**src/rtl/riscv_pkg.sv**
```systemverilog
// Shared types and constants for the RISC-V pipeline hazard controller.
package riscv_pkg;

  localparam int unsigned REG_W       = 5;
  localparam int unsigned OPC_W       = 7;
  localparam int unsigned STALL_CNT_W = 3;
  localparam int unsigned BUSY_CNT_W  = 16;
  localparam int unsigned PERF_W      = 32;

  typedef enum logic [1:0] {
    ST_RUN      = 2'b00,
    ST_STALL    = 2'b01,
    ST_MEM_WAIT = 2'b10
  } state_t;

  localparam logic [OPC_W-1:0] OP_LUI    = 7'b0110111;
  localparam logic [OPC_W-1:0] OP_AUIPC  = 7'b0010111;
  localparam logic [OPC_W-1:0] OP_JAL    = 7'b1101111;
  localparam logic [OPC_W-1:0] OP_RTYPE  = 7'b0110011;
  localparam logic [OPC_W-1:0] OP_STORE  = 7'b0100011;
  localparam logic [OPC_W-1:0] OP_BRANCH = 7'b1100011;
  localparam logic [OPC_W-1:0] OP_LOAD   = 7'b0000011;

endpackage

```
**src/rtl/hazard_detect.sv**
```systemverilog
// Load-use hazard detection: ID-stage source operands vs. a load in EX.
module hazard_detect
  import riscv_pkg::*;
(
  input  logic             mem_read_ex,
  input  logic [REG_W-1:0] rd_ex,
  input  logic [REG_W-1:0] rs1_id,
  input  logic [REG_W-1:0] rs2_id,
  input  logic [OPC_W-1:0] opcode_id,
  output logic             hazard_c
);

  logic uses_rs1;
  logic uses_rs2;

  // Decode which source fields are real operands, then compare against the load target.
  always_comb begin
    uses_rs1 = !((opcode_id == OP_LUI) || (opcode_id == OP_AUIPC) || (opcode_id == OP_JAL));
    uses_rs2 = (opcode_id == OP_RTYPE) || (opcode_id == OP_STORE) || (opcode_id == OP_BRANCH);
    hazard_c = mem_read_ex && (rd_ex != '0) &&
               ((uses_rs1 && (rd_ex == rs1_id)) || (uses_rs2 && (rd_ex == rs2_id)));
  end

endmodule

```
**src/rtl/hazard_ctrl_unit.sv**
```systemverilog
// Pipeline sequencing controller: load-use stalls, branch squash, memory wait freeze.
// Optional performance counters are enabled with `define HAZARD_PERF_CNT_EN.
module hazard_ctrl_unit
  import riscv_pkg::*;
#(
  parameter int unsigned LOAD_STALL_CYCLES = 1,
  parameter int unsigned MEM_TIMEOUT       = 255
) (
  input  logic             clk,
  input  logic             reset,
  input  logic             MemRead_EX,
  input  logic [REG_W-1:0] RD_EX,
  input  logic [REG_W-1:0] RS1_ID,
  input  logic [REG_W-1:0] RS2_ID,
  input  logic [OPC_W-1:0] OPCODE_ID,
  input  logic             PCSrc,
  input  logic             mem_busy,
  output logic             PC_write,
  output logic             IF_ID_write,
  output logic             IF_ID_flush,
  output logic             ID_EX_flush,
  output logic             pipe_freeze,
  output logic             mem_timeout,
  output logic [1:0]       state_o
`ifdef HAZARD_PERF_CNT_EN
  ,
  output logic [PERF_W-1:0] stall_cnt,
  output logic [PERF_W-1:0] flush_cnt,
  output logic [PERF_W-1:0] freeze_cnt
`endif
);

  localparam logic [STALL_CNT_W-1:0] STALL_RELOAD = STALL_CNT_W'(LOAD_STALL_CYCLES - 1);
  localparam logic [BUSY_CNT_W-1:0]  BUSY_LIMIT   = BUSY_CNT_W'(MEM_TIMEOUT);
  localparam logic [BUSY_CNT_W-1:0]  BUSY_MAX     = '1;

  state_t                 state_q, state_d;
  logic [STALL_CNT_W-1:0] stall_q, stall_d;
  logic [BUSY_CNT_W-1:0]  busy_q, busy_d;
  logic                   timeout_q, timeout_d;
  logic                   hazard;

  hazard_detect u_hazard_detect (
    .mem_read_ex (MemRead_EX),
    .rd_ex       (RD_EX),
    .rs1_id      (RS1_ID),
    .rs2_id      (RS2_ID),
    .opcode_id   (OPCODE_ID),
    .hazard_c    (hazard)
  );

  // State, stall/busy counters and sticky timeout flag.
  always_ff @(posedge clk or negedge reset) begin
    if (!reset) begin
      state_q   <= ST_RUN;
      stall_q   <= '0;
      busy_q    <= '0;
      timeout_q <= 1'b0;
    end else begin
      state_q   <= state_d;
      stall_q   <= stall_d;
      busy_q    <= busy_d;
      timeout_q <= timeout_d;
    end
  end

  // Next-state and pipeline control; MEM_WAIT with busy released behaves like RUN.
  always_comb begin
    state_d     = state_q;
    stall_d     = stall_q;
    busy_d      = busy_q;
    timeout_d   = timeout_q;
    PC_write    = 1'b1;
    IF_ID_write = 1'b1;
    IF_ID_flush = 1'b0;
    ID_EX_flush = 1'b0;
    pipe_freeze = 1'b0;

    case (state_q)
      ST_RUN, ST_MEM_WAIT: begin
        if (mem_busy) begin
          pipe_freeze = 1'b1;
          PC_write    = 1'b0;
          IF_ID_write = 1'b0;
          state_d     = ST_MEM_WAIT;
          if (state_q == ST_RUN) begin
            busy_d = BUSY_CNT_W'(1);
          end else if (busy_q != BUSY_MAX) begin
            busy_d = busy_q + BUSY_CNT_W'(1);
          end
        end else begin
          busy_d  = '0;
          state_d = ST_RUN;
          if (PCSrc) begin
            IF_ID_flush = 1'b1;
            ID_EX_flush = 1'b1;
          end else if (hazard) begin
            PC_write    = 1'b0;
            IF_ID_write = 1'b0;
            ID_EX_flush = 1'b1;
            if (LOAD_STALL_CYCLES > 1) begin
              stall_d = STALL_RELOAD;
              state_d = ST_STALL;
            end
          end
        end
      end
      ST_STALL: begin
        PC_write    = 1'b0;
        IF_ID_write = 1'b0;
        ID_EX_flush = 1'b1;
        if (mem_busy) begin
          pipe_freeze = 1'b1;
        end else begin
          stall_d = stall_q - STALL_CNT_W'(1);
          if (stall_d == '0) begin
            state_d = ST_RUN;
          end
        end
      end
      default: begin
        state_d = ST_RUN;
      end
    endcase

    if (busy_d >= BUSY_LIMIT) begin
      timeout_d = 1'b1;
    end

    if (!reset) begin
      PC_write    = 1'b0;
      IF_ID_write = 1'b0;
      IF_ID_flush = 1'b1;
      ID_EX_flush = 1'b1;
      pipe_freeze = 1'b0;
    end
  end

  assign mem_timeout = timeout_q;
  assign state_o     = state_q;

`ifdef HAZARD_PERF_CNT_EN
  // Event counters for bubbles, squashes and frozen cycles; free-running wrap.
  always_ff @(posedge clk or negedge reset) begin
    if (!reset) begin
      stall_cnt  <= '0;
      flush_cnt  <= '0;
      freeze_cnt <= '0;
    end else begin
      if (ID_EX_flush && !IF_ID_flush) stall_cnt <= stall_cnt + PERF_W'(1);
      if (IF_ID_flush) flush_cnt <= flush_cnt + PERF_W'(1);
      if (pipe_freeze) freeze_cnt <= freeze_cnt + PERF_W'(1);
    end
  end
`endif

endmodule

```
**config.mk**
```make
export PLATFORM = sky130hd
export DESIGN_NAME = hazard_ctrl_unit
export DESIGN_NICKNAME = d
export VERILOG_FILES = /design/src/rtl/riscv_pkg.sv /design/src/rtl/hazard_detect.sv /design/src/rtl/hazard_ctrl_unit.sv
export SDC_FILE = /design/constraint.sdc
export NUM_CORES = 1
export LEC_CHECK = 0
export ABC_AREA = 1
export CORE_UTILIZATION = 45
export DETAILED_ROUTE_END_ITERATION = 10
export PLACE_DENSITY = 0.76
export SYNTH_ARGS = -nofsm -noshare
export SYNTH_HDL_FRONTEND = slang
export SYNTH_HIERARCHICAL = 1
export SYNTH_SLANG_ARGS = --single-unit
```
**constraint.sdc**
```tcl
create_clock -name clk -period 2.1 [get_ports clk]
set_input_delay 0.42 -clock clk [delete_from_list [all_inputs] [get_ports clk]]
set_output_delay 0.42 -clock clk [all_outputs]
set_load 0.005 [all_outputs]
```
* Word level (Yosys, flattened, before mapping)
Cells that the tools add are included.
Cells by class: add/sub/neg operators 2, order comparisons 1, equality and inequality tests 13, mux-type cells 25, bitwise logic cells 1, reductions and logical operators 17
Operator list (count):
- $mux W16 | 4
- $eq A7 B6 Y1 const B | 3
- $add A16 B1 Y16 const B | 1
- $ge A16 B8 Y1 const B | 1
- $ne A16 B16 Y1 const B | 1
- $mux W1 | 15
- $eq A7 B7 Y1 const B | 2
- $eq A5 B5 Y1 | 2
- $eq A7 B5 Y1 const B | 1
- $mux W2 | 3
- $logic_or A1 B1 Y1 | 5
- $reduce_bool A5 Y1 | 1
- $logic_and A1 B1 Y1 | 4
- $ne A2 B2 Y1 const B | 2
- $pmux W1 S2 | 2
- $pmux W2 S2 | 1
- $reduce_and A2 Y1 | 2
- $logic_not A3 Y1 | 1
- $reduce_or A3 Y1 | 1
- $sub A3 B1 Y3 const B | 1
- $eq A2 B1 Y1 const B | 1
- $eq A2 B2 Y1 const B | 1
- $logic_not A2 Y1 | 1
- $reduce_or A2 Y1 | 1
- other kinds (2) | 2
Word-level totals: register bits after elaboration 22, input bits 27, output and inout bits 8, word-level logic and storage cells 63

* Depth between registers and ports, before layout
depth after elaboration 12, gate-level depth with buffers 12

* By module
Netlist, hierarchy kept.
By module, submodules not included:
- hazard_ctrl_unit | instances 1, cells an instance 191, area each 1325.0 µm², seq. area each 450.4 µm²
- hazard_detect | instances 1, cells an instance 62, area each 267.8 µm², seq. area each 0.0 µm²

* Worst setup path after synthesis
No wires, ideal clock.
path kind input to output, start input port OPCODE_ID[6], end output port PC_write, arrival 1.182 ns, required time 1.680 ns, setup slack 0.498 ns, stages 10, cell sequence nand2_1 inv_1 nor2_1 nand3_1 nand2_1 nor2_1 nor2_1 nor2_1 a21oi_1 buf_4
Between the ends: cells in the longest elaborated chain, start to end 12
RTL lines:
- from (decl) | line hazard_ctrl_unit.sv:15 | input logic [OPC_W-1:0] OPCODE_ID,
- $eq A7 B6 Y1 or $eq A7 B5 Y1 (tied branches) | line hazard_detect.sv:18 | uses_rs1 = !((opcode_id == OP_LUI) || (opcode_id == OP_AUIPC) || (opcode_id == OP_JAL));
- $logic_or A1 B1 Y1 (2 in a row) | line hazard_detect.sv:18
- $logic_not A1 Y1 | line hazard_detect.sv:18
- $logic_and A1 B1 Y1 | line hazard_detect.sv:21 | ((uses_rs1 && (rd_ex == rs1_id)) || (uses_rs2 && (rd_ex == rs2_id)));
- $logic_or A1 B1 Y1 (*) | line hazard_detect.sv:21
- $logic_and A1 B1 Y1 (*) | line hazard_detect.sv:20 | hazard_c = mem_read_ex && (rd_ex != '0) &&
- named net hazard | line hazard_ctrl_unit.sv:41 | logic hazard;
- $mux W1 (*) (3 in a row)
- $pmux W1 S2 (*)
- $mux W1 (*)
- to (decl) | line hazard_ctrl_unit.sv:18 | output logic PC_write,
Mark *: on every way through the listed nets, which the timed path passes. The rest lies on a longest branch.

* Final worst setup path
start input port mem_busy, end output port pipe_freeze
Between the ends: cells in the longest elaborated chain, start to end 3
RTL lines:
- from (decl) | line hazard_ctrl_unit.sv:17 | input logic mem_busy,
- $mux W1 | line hazard_ctrl_unit.sv:81, hazard_ctrl_unit.sv:112
- $mux W1
- $mux W1 | line hazard_ctrl_unit.sv:130 | if (!reset) begin
- to (decl) | line hazard_ctrl_unit.sv:22 | output logic pipe_freeze,
No other way between the ends.

==> results.sh <==
export IMPL_numCtsBuffers=3
export IMPL_start_util_pct=47.36
export IMPL_worstReg2RegEnd="mem_timeout$_DFFE_PN0P_"
export IMPL_synth_distinct_cells=29
export IMPL_path_class="in -> out"
export IMPL_cts_max_level=1
export IMPL_cts_setup_buffers=0
export IMPL_total_power_w=0.0006645
export IMPL_n_antenna_cell=0
export IMPL_r2r_slack_ns=0.34
export IMPL_synth_seq_cells=18
export IMPL_grt_max_degree=17
export IMPL_hpwl_mm=2.919
export IMPL_die_w_microns=61.50
export IMPL_status="complete, no violations"
export IMPL_grt_pass1_wl_mm=5.796
export IMPL_syn_inst=253
export IMPL_peakVddDrop_v=0.0002195
export IMPL_crit_path_end_kind="output pin"
export IMPL_finalWeightedCongestion=0.9156
export IMPL_final_cell_mix="nand2_1 (78), inv_1 (38), nor2_1 (36)"
export IMPL_layout_area_seq_sq_um=450.4
export IMPL_cellPowerDensity_nw_per_um2=325.0
export IMPL_cp_max_fo=3
export IMPL_final_common_cell="nand2_1"
export IMPL_synthTopCellsByArea="dfrtp_1 (28%), nand2_1 (18%), nor2_1 (9.2%), inv_1 (9.0%), nand3_1 (7.2%)"
export IMPL_drt_antenna_violating_nets=0
export IMPL_core_area_sq_um=3363
export IMPL_antenna_found_initial=0
export IMPL_placed_area_sq_um=1999
export IMPL_insertion_delay_ns=0.29
export IMPL_drv_slew=0
export IMPL_num_fill_cells=349
export IMPL_area_growth_pct=28.36
export IMPL_finClkSkew_ns=0.001316
export IMPL_drive_above_1_share_pct=14.09
export IMPL_port_buffers=33
export IMPL_start_kind="primary input"
export IMPL_rows=21
export IMPL_grt_overflow=0
export IMPL_viasPerCell=4.647
export IMPL_clock_sinks=18
export IMPL_ys_warn_count=6
export IMPL_syn_area_sq_um=1593
export IMPL_drt_total_wl_mm=3.481
export IMPL_cts_tree="built"
export IMPL_grt_pass1_vias=1378
export IMPL_multi_input_area_sq_um=960.9
export IMPL_post_synth_cell_area_avg_sq_um=6.296
export IMPL_hold_class="in -> async"
export IMPL_hold_viol_final=0
export IMPL_stdcell_area_sq_um=2044
export IMPL_grt_usage_pct=20.68
export IMPL_synth_top_cell_by_area="dfrtp_1"
export IMPL_ctsHoldBuffers=0
export IMPL_yosysSeqAreaShare_pct=28.28
export IMPL_layout_worst_path_cycle_share_pct=95.75
export IMPL_num_vias=1566
export IMPL_drt_iter0_markers=63
export IMPL_clk_path_buf_depth=2
export IMPL_arrival_ns=1.59
export IMPL_first_pass_iters=4
export IMPL_setup_violations=0
export IMPL_cp_required_ns=1.68
export IMPL_clkSlewWorstSetupHoldPaths_ns=0.10
export IMPL_dieArea_sq_um=3782
export IMPL_drt_wirelength_per_cell_microns=10.33
export IMPL_leakage_nw=1.262
export IMPL_fin_nets=321
export IMPL_worstRegToRegCells=11
export IMPL_drv_cap=0
export IMPL_fin_crit_ns=2.011
export IMPL_synth_top_area_share_pct=28.28
export IMPL_grt_setup_unrepaired="false"
export IMPL_dieHeight_microns=61.50
export IMPL_timing_fmax_mhz=497.4
export IMPL_drc=0
export IMPL_ios=35
export IMPL_root_buffer="clkbuf_4"
export IMPL_worstReg2RegStart="busy_q[0]$_DFF_PN0_"
export IMPL_syn_nets=281
==> cell usage after synthesis <==
cell type / n
nor2_2: 4
a21oi_1: 1
nor3_1: 3
inv_2: 3
o21bai_1: 1
nand2_1: 78
inv_1: 38
nand4_4: 1
nor2_1: 39
ha_1: 1
xnor2_1: 5
o21ai_0: 4
nand3b_1: 2
nor2_8: 3
o21ai_1: 1
nand4_1: 7
nand2_4: 1
clkinv_1: 1
conb_1: 1
clkinv_4: 1
nand3_4: 1
nand3_2: 1
buf_1: 1
nor2_4: 2
and2_1: 1
dfrtp_1: 18
buf_4: 3
nand2_2: 8
nand3_1: 23
==> timing repair <==
action | in CTS | in global routing
setup endpoints to repair | 5 | 4
hold endpoints to repair | 0 | 0
resized for setup | 24 | 17
pin swaps | 7 | 15
==> metal layers <==
metal	GRT usage (%)	share of wire, %
met2	36.41	48
met3	2.311	2.4
met1	26.71	48
met4	5.714	1.1
met5	0	0
==> kinds of logic after synthesis <==
family                     count (synthesis)  share of synthesized area [%]
DFF                                       18                          28.28
adders and majority gates                  1                         0.7854
buffers and inverters                     47                          12.10
and+or+nand+nor                          174                          53.50
AOI/OAI and AO/OA                          7                          2.356
xor gates and xnor gates                   5                          2.749
other                                      1                         0.2354
==> worst max-delay path, cell delays in order <==
cell,delay [ns]
clkdlybuf4s50_1,0.48
buf_4,0.12
nand2_1,0.04
inv_1,0.04
clkdlybuf4s50_1,0.49
==> layout make-up <==
type / count / share of cell area, %
multi-input cells: 188 / 47.00
flip-flops and latches: 18 / 22.03
repair buffers: 39 / 18.91
inverters: 43 / 8.140
well taps: 46 / 2.815
clock buffers: 3 / 1.102
==> sequential cells by signal, summed over array words and instances (netlist names) <==
register,flops
busy_q,16
mem_timeout,1
state_o,1
==> per-stage QoR <==
stage | utilization, % | setup WS (ns) | TNS, ns | hold slack, ns | instances
after floorplan | - | 0.4975 | 0 | 0.1244 | 253
after global placement | 59.45 | -0.5383 | -1.529 | 0.5853 | 334
after detailed placement | 59.45 | -0.5500 | -1.528 | 0.5750 | 334
after CTS | 59.52 | -0.05703 | -0.05703 | 0.2382 | 337
after global routing | 60.79 | 0.02931 | 0 | 0.2486 | 337
final | 60.79 | 0.08935 | 0 | 0.2459 | 337
==> power by group <==
part           switching [W]  leakage (nW)  internal, W  total [W]
clock               0.000105        0.0138    0.0000668   0.000172
sequential        0.00000359         0.247     0.000350   0.000353
combinational      0.0000687          1.00    0.0000702   0.000139
total               0.000178          1.26     0.000487   0.000664
==> worst max-delay path by stage <==
| stage | from | endpoint | slack, ns | cells past startpoint |
|---|---|---|---|---|
| after detailed placement | RD_EX[4] | ID_EX_flush | -0.55 | 12 |
| after CTS | OPCODE_ID[5] | ID_EX_flush | -0.06 | 10 |
| after floorplan | OPCODE_ID[6] | PC_write | 0.50 | 10 |
| after global routing | RD_EX[4] | ID_EX_flush | 0.03 | 12 |
| final | mem_busy | pipe_freeze | 0.09 | 5 |
| after global placement | RD_EX[4] | ID_EX_flush | -0.54 | 12 |
Power figures use the tool's default switching activity.
